**src/rtl/mem_access_stage.sv**
```systemverilog
// MEM pipeline stage: owns data memory, performs B/H/W loads and stores, and
// offers a ready/valid word-by-word memory dump for the debug unit.
module mem_access_stage #(
    parameter int unsigned NB_DATA = 32,
    parameter int unsigned NB_ADDR = 5
) (
    input  logic               i_clk,
    input  logic               i_reset_n,
    input  logic               i_mem_read,
    input  logic               i_mem_write,
    input  logic [2:0]         i_funct3,
    input  logic [NB_DATA-1:0] i_alu_result,
    input  logic [NB_DATA-1:0] i_write_data,
    input  logic [1:0]         i_pipeline_mode,
    input  logic               i_run_clockcycle,
    input  logic               i_dump_req,
    input  logic               i_dump_ready,
    output logic [NB_DATA-1:0] o_read_data,
    output logic               o_misaligned,
    output logic               o_fault,
    output logic               o_dump_valid,
    output logic [NB_ADDR-1:0] o_dump_addr,
    output logic [NB_DATA-1:0] o_dump_data,
    output logic               o_dump_done,
    output logic               o_busy
);
    localparam int unsigned Depth   = 2 ** NB_ADDR;
    localparam int unsigned NbLanes = NB_DATA / 8;

    typedef enum logic [1:0] {StIdle, StDump, StDone} state_e;

    state_e               state_q, state_d;
    logic [NB_ADDR-1:0]   cnt_q, cnt_d;
    logic                 fault_q, fault_d;
    logic [NB_DATA-1:0]   mem_q [Depth];

    logic                 en;
    logic [NB_ADDR-1:0]   word_idx;
    logic [1:0]           offset;
    logic                 is_byte, is_half, is_word, is_signed;
    logic [NB_DATA-1:0]   cur_word, shifted;
    logic                 wr_en;
    logic [NbLanes-1:0]   lane_mask;
    logic [NB_DATA-1:0]   wr_rep, mem_wdata;
    logic                 unused_addr;

    assign en          = (i_pipeline_mode == 2'b01) ||
                         ((i_pipeline_mode == 2'b11) && i_run_clockcycle);
    assign word_idx    = i_alu_result[NB_ADDR+1:2];
    assign offset      = i_alu_result[1:0];
    assign unused_addr = ^i_alu_result[NB_DATA-1:NB_ADDR+2];

    // Undefined funct3 encodings fall through to word accesses.
    assign is_byte   = (i_funct3 == 3'b000) || (i_funct3 == 3'b100);
    assign is_half   = (i_funct3 == 3'b001) || (i_funct3 == 3'b101);
    assign is_word   = !is_byte && !is_half;
    assign is_signed = !i_funct3[2];

    assign o_misaligned = (is_half && offset[0]) || (is_word && (offset != 2'b00));

    assign cur_word = mem_q[word_idx];
    assign shifted  = cur_word >> {offset, 3'b000};

    always_comb begin
        o_read_data = '0;
        if (i_mem_read && !o_misaligned) begin
            if (is_byte) begin
                o_read_data = {{(NB_DATA-8){is_signed & shifted[7]}}, shifted[7:0]};
            end else if (is_half) begin
                o_read_data = {{(NB_DATA-16){is_signed & shifted[15]}}, shifted[15:0]};
            end else begin
                o_read_data = cur_word;
            end
        end
    end

    assign wr_en = en && i_mem_write && !o_misaligned && (state_q == StIdle);

    always_comb begin
        lane_mask = '1;
        wr_rep    = i_write_data;
        if (is_byte) begin
            lane_mask = {{(NbLanes-1){1'b0}}, 1'b1} << offset;
            wr_rep    = {NbLanes{i_write_data[7:0]}};
        end else if (is_half) begin
            lane_mask = {{(NbLanes-2){1'b0}}, 2'b11} << offset;
            wr_rep    = {(NbLanes/2){i_write_data[15:0]}};
        end
        for (int l = 0; l < int'(NbLanes); l++) begin
            mem_wdata[8*l +: 8] = lane_mask[l] ? wr_rep[8*l +: 8] : cur_word[8*l +: 8];
        end
    end

    assign fault_d = fault_q || (en && (i_mem_read || i_mem_write) && o_misaligned);

    always_comb begin
        state_d = state_q;
        cnt_d   = cnt_q;
        unique case (state_q)
            StIdle: begin
                cnt_d = '0;
                if (i_dump_req && !en) begin
                    state_d = StDump;
                end
            end
            StDump: begin
                if (i_dump_ready) begin
                    if (&cnt_q) begin
                        state_d = StDone;
                        cnt_d   = '0;
                    end else begin
                        cnt_d = cnt_q + 1'b1;
                    end
                end
            end
            StDone:  state_d = StIdle;
            default: state_d = StIdle;
        endcase
    end

    always_ff @(posedge i_clk or negedge i_reset_n) begin
        if (!i_reset_n) begin
            state_q <= StIdle;
            cnt_q   <= '0;
            fault_q <= 1'b0;
            for (int i = 0; i < int'(Depth); i++) begin
                mem_q[i] <= '0;
            end
        end else begin
            state_q <= state_d;
            cnt_q   <= cnt_d;
            fault_q <= fault_d;
            if (wr_en) begin
                mem_q[word_idx] <= mem_wdata;
            end
        end
    end

    assign o_fault      = fault_q;
    assign o_dump_valid = (state_q == StDump);
    assign o_dump_addr  = cnt_q;
    assign o_dump_data  = o_dump_valid ? mem_q[cnt_q] : '0;
    assign o_dump_done  = (state_q == StDone);
    assign o_busy       = (state_q != StIdle);
endmodule
```
**config.mk**
```make
export PLATFORM = sky130hd
export DESIGN_NAME = mem_access_stage
export DESIGN_NICKNAME = d
export VERILOG_FILES = /design/src/rtl/mem_access_stage.sv
export SDC_FILE = /design/constraint.sdc
export NUM_CORES = 2
export LEC_CHECK = 0
export ABC_CLOCK_PERIOD_IN_PS = 2800
export BUFFER_PORTS_ARGS = -buffer_cell sky130_fd_sc_hd__buf_2
export CELL_PAD_IN_SITES_DETAIL_PLACEMENT = 0
export CELL_PAD_IN_SITES_GLOBAL_PLACEMENT = 1
export CORE_MARGIN = 2
export CORE_UTILIZATION = 40
export DETAILED_ROUTE_END_ITERATION = 6
export PLACE_DENSITY_LB_ADDON = 0.12
export SLEW_MARGIN = 0
export SYNTH_ARGS = -nofsm -noshare
export SYNTH_HDL_FRONTEND = slang
export SYNTH_SLANG_ARGS = --single-unit
```
**constraint.sdc**
```tcl
create_clock -name i_clk -period 2.8 [get_ports i_clk]
set_input_delay 0 -clock i_clk [delete_from_list [all_inputs] [get_ports i_clk]]
set_output_delay 0 -clock i_clk [all_outputs]
set_load 0.02 [all_outputs]
```
==> results.cfg <==
[clock_network]
cts_root_buf = clkbuf_16
cts_made_buffers = 116
cts_buffer_depth = 3
clk_latency_ns = 0.74
numClockSinks = 1032
clkTransAtPathRegs_ns = 0.07
tritoncts = yes
htree_levels = 3

[setup_path]
r2r-start = mem_q[87]
slowest_stage = dfrtp_4
worstPathMaxFanout = 5
cp_cell_sequence = buf_12, buf_4, buf_16, buf_12, mux4_2, mux4_2, nand2_1, a21oi_2, buf_4
slowest_delay_ns = 0.50
crit_path_start_kind = flop
regToRegSetupSlack_ns = 0.34
critPathCaptureType = output port
r2r_cells = 11
required_ns = 2.80
cp.arrival_ns = 3.24
critical_path_class = reg -> out
rr_endpoint = mem_q[55]

[logic_synthesis]
synth-edff-count = 0
syn-cell-area_um2 = 53600
synth_area_per_cell_um2 = 11.3
yosysUniqueCellTypes = 50
synth_flop_cell = dfrtp_1
yosysSeqAreaShare_pct = 48.2
ys_ff_latch = 1032
syn_inst = 4760
synth_warnings = 0
async_flop_share_pct = 100
synth_nets = 4842

[power_and_ir_drop]
cell_internal_pwr_uw = 28400
p_sw_uw = 11700
seqPwrFrac_pct = 39.3
p_sw_share_pct = 29.1
power.density_nw_per_um2 = 601
peakVddDrop_mv = 0.570
p_comb_share_pct = 20.8
total_leakage_power_uw = 0.0285
clockPowerShare_pct = 39.9

[placed_design]
globalplace.congestion = 0.906
hpwl_mm = 138
port_buffers = 124

[finish]
post-route-util_pct = 50.1
syn_to_final_growth_pct = 24.6
drive_gt1_share_pct = 31.5
nNetsFinal = 5136

[sta]
worst_slack_ns = -0.443
tightest_slew_ns = 1.10
layout_min_cycle_time_ns = 3.24
slew-limit-headroom_pct = 26.5
finalClockSkew_ns = 0.0383
fmax_mhz = 308
setup_violations = 64
rsz0062_at_grt = true
finalCritPeriodShare_pct = 116
setup_tns_ns = -18.23
finalHoldViolations = 0
slew_violations = 0

[grt]
grt_pass1_vias = 41100
antenna_found_initial = 2
grt-ovfl-total = 0
busiest_layer = met2
grt.met2_usage_pct = 47.2
grt_max_degree = 109
use_met1_pct = 45.0
grt_pass1_wl_mm = 306
grt_usage_pct = 31.2
use_met3_pct = 7.14

[die]
design.core.area_um2 = 133000
rows = 134
die-area_um2 = 137000
initial_core_util_pct = 40.2
fp.dieW_um = 370
io_pins = 150
die_y_um = 370

[route]
ant_nets = 0
viasPerCell = 6.00
drt_iter0_markers = 3809
routed_wl_mm = 212
vias = 41500
drt_first_pass_iters = 7
wl_per_cell_um = 30.6
drc_errors = 0

[min_path]
worstHoldPathType = in -> reg
min_from = i_write_data[15]
hold_path_depth = 6
min_to = mem_q[431]

[status]
violations = setup timing
outcome = complete, but fails checks

[flow_run]
max_cap_violations = 0
[worst max-delay path, delay by kind of cell (launching register included)]
kind | cells | cell delay [ns]
AO/OA/AOI/OAI | 1 | 0.13
buffers and inverters | 5 | 0.81
flip-flops | 1 | 0.50
multiplexers | 2 | 0.93
AND/OR/NAND/NOR | 1 | 0.11
[final cells by class]
type / count / area (um2)
repair buffers: 666 / 7940
flip-flops and latches: 1032 / 25800
clock inverters: 40 / 450
well taps: 1768 / 2210
multi-input cells: 3229 / 26700
fillers: 12100 / 66400
clock buffers: 174 / 3530
diodes: 4 / 10.0
inverters: 9 / 33.8
[sequential cells by signal, indices dropped and copies added (netlist names)]
register,flops
mem_q,1024
o_dump_addr,5
state_q,2
o_fault,1
[timing repair]
action | in CTS | in global routing
setup endpoints to repair | 64 | 64
cloned | 8 | 8
gates resized for setup | 240 | 113
hold buffers | 31 | 0
setup buffers | 73 | 18
pin swaps | 53 | 24
hold endpoints to repair | 1369 | 0
[worst max path at each step]
stage,endpoint,startpoint,slack (ns)
2_1_floorplan,o_dump_data[23],o_dump_addr[0],0.07
3_3_place_gp,o_read_data[23],i_alu_result[2],-0.14
3_5_place_dp,o_read_data[18],i_alu_result[2],-0.11
4_1_cts,o_dump_data[19],o_dump_addr[0],-0.48
5_1_grt,o_dump_data[20],o_dump_addr[0],-0.46
6_report,o_dump_data[8],o_dump_addr[0],-0.44
[logic make-up after synthesis]
kind of cell	synth area share, %
flip-flops	48.2
adder cells (fa/ha/maj)	0.140
multiplexers	25.3
AO/OA/AOI/OAI	12.8
AND/OR/NAND/NOR	9.57
buffers and inverters	3.94
[layout by cell type, fill, tap and decap left out, types with 37 or more instances in the layout]
cell type | synthesis | layout
mux2_2 | 39 | 39
dfrtp_1 | 1032 | 1027
a22oi_1 | 105 | 99
mux2i_1 | 88 | 66
nand2_1 | 1145 | 1076
mux4_2 | 544 | 544
buf_2 | 33 | 68
buf_4 | 2 | 299
nand2_4 | 0 | 37
o21ai_0 | 1038 | 1008
buf_12 | 0 | 183
clkbuf_16 | 0 | 127
buf_6 | 14 | 51
[Yosys cell counts, drive strengths merged (8+ instances only)]
| cell type | instances | area share [%] |
|---|---|---|
| clkbuf | 401 | 2.9 |
| buf | 90 | 0.96 |
| a22oi | 106 | 1.5 |
| nand3 | 12 | 0.11 |
| mux4 | 544 | 23 |
| nand2 | 1145 | 8.0 |
| a22o | 12 | 0.20 |
| a211oi | 8 | 0.11 |
| and3 | 12 | 0.14 |
| dfrtp | 1032 | 48 |
| o22ai | 39 | 0.46 |
| mux2 | 39 | 0.82 |
| inv | 9 | 0.063 |
| a21oi | 47 | 0.44 |
| nor2 | 22 | 0.15 |
| o21ai | 1040 | 9.7 |
| mux2i | 88 | 1.6 |
| nand4 | 33 | 0.39 |
| nor4 | 8 | 0.12 |
[power by group through the flow]
stage | sequential (uW) | combinational (uW) | clock, uW
2_1_floorplan | 15800 | 4080 | 0
3_3_place_gp | 16100 | 7170 | 0
3_5_place_dp | 16100 | 7200 | 0
4_1_cts | 15800 | 8060 | 16300
5_1_grt | 15800 | 8720 | 16900
6_report | 15800 | 8330 | 16000
[routing by layer]
| metal | routed length (um) | share of wire (%) |
|---|---|---|
| met5 | 8 | 0.0038 |
| met4 | 6310 | 3.0 |
| met3 | 17400 | 8.2 |
| met2 | 95100 | 45 |
| met1 | 92800 | 44 |
[through the flow]
stage	instances	hold slack, ns	area (um2)	worst slack (ns)	power (uW)
floorplan	4760	-0.296	53600	0.0732	19900
global placement	6574	0.0135	60000	-0.144	23300
detailed placement	6574	0.0103	60000	-0.114	23300
CTS	6898	0.00863	66000	-0.480	40100
global route	6918	0.0753	66700	-0.460	41400
finish	6922	0.0511	66700	-0.443	40100
(Power assumes the default switching activity.)
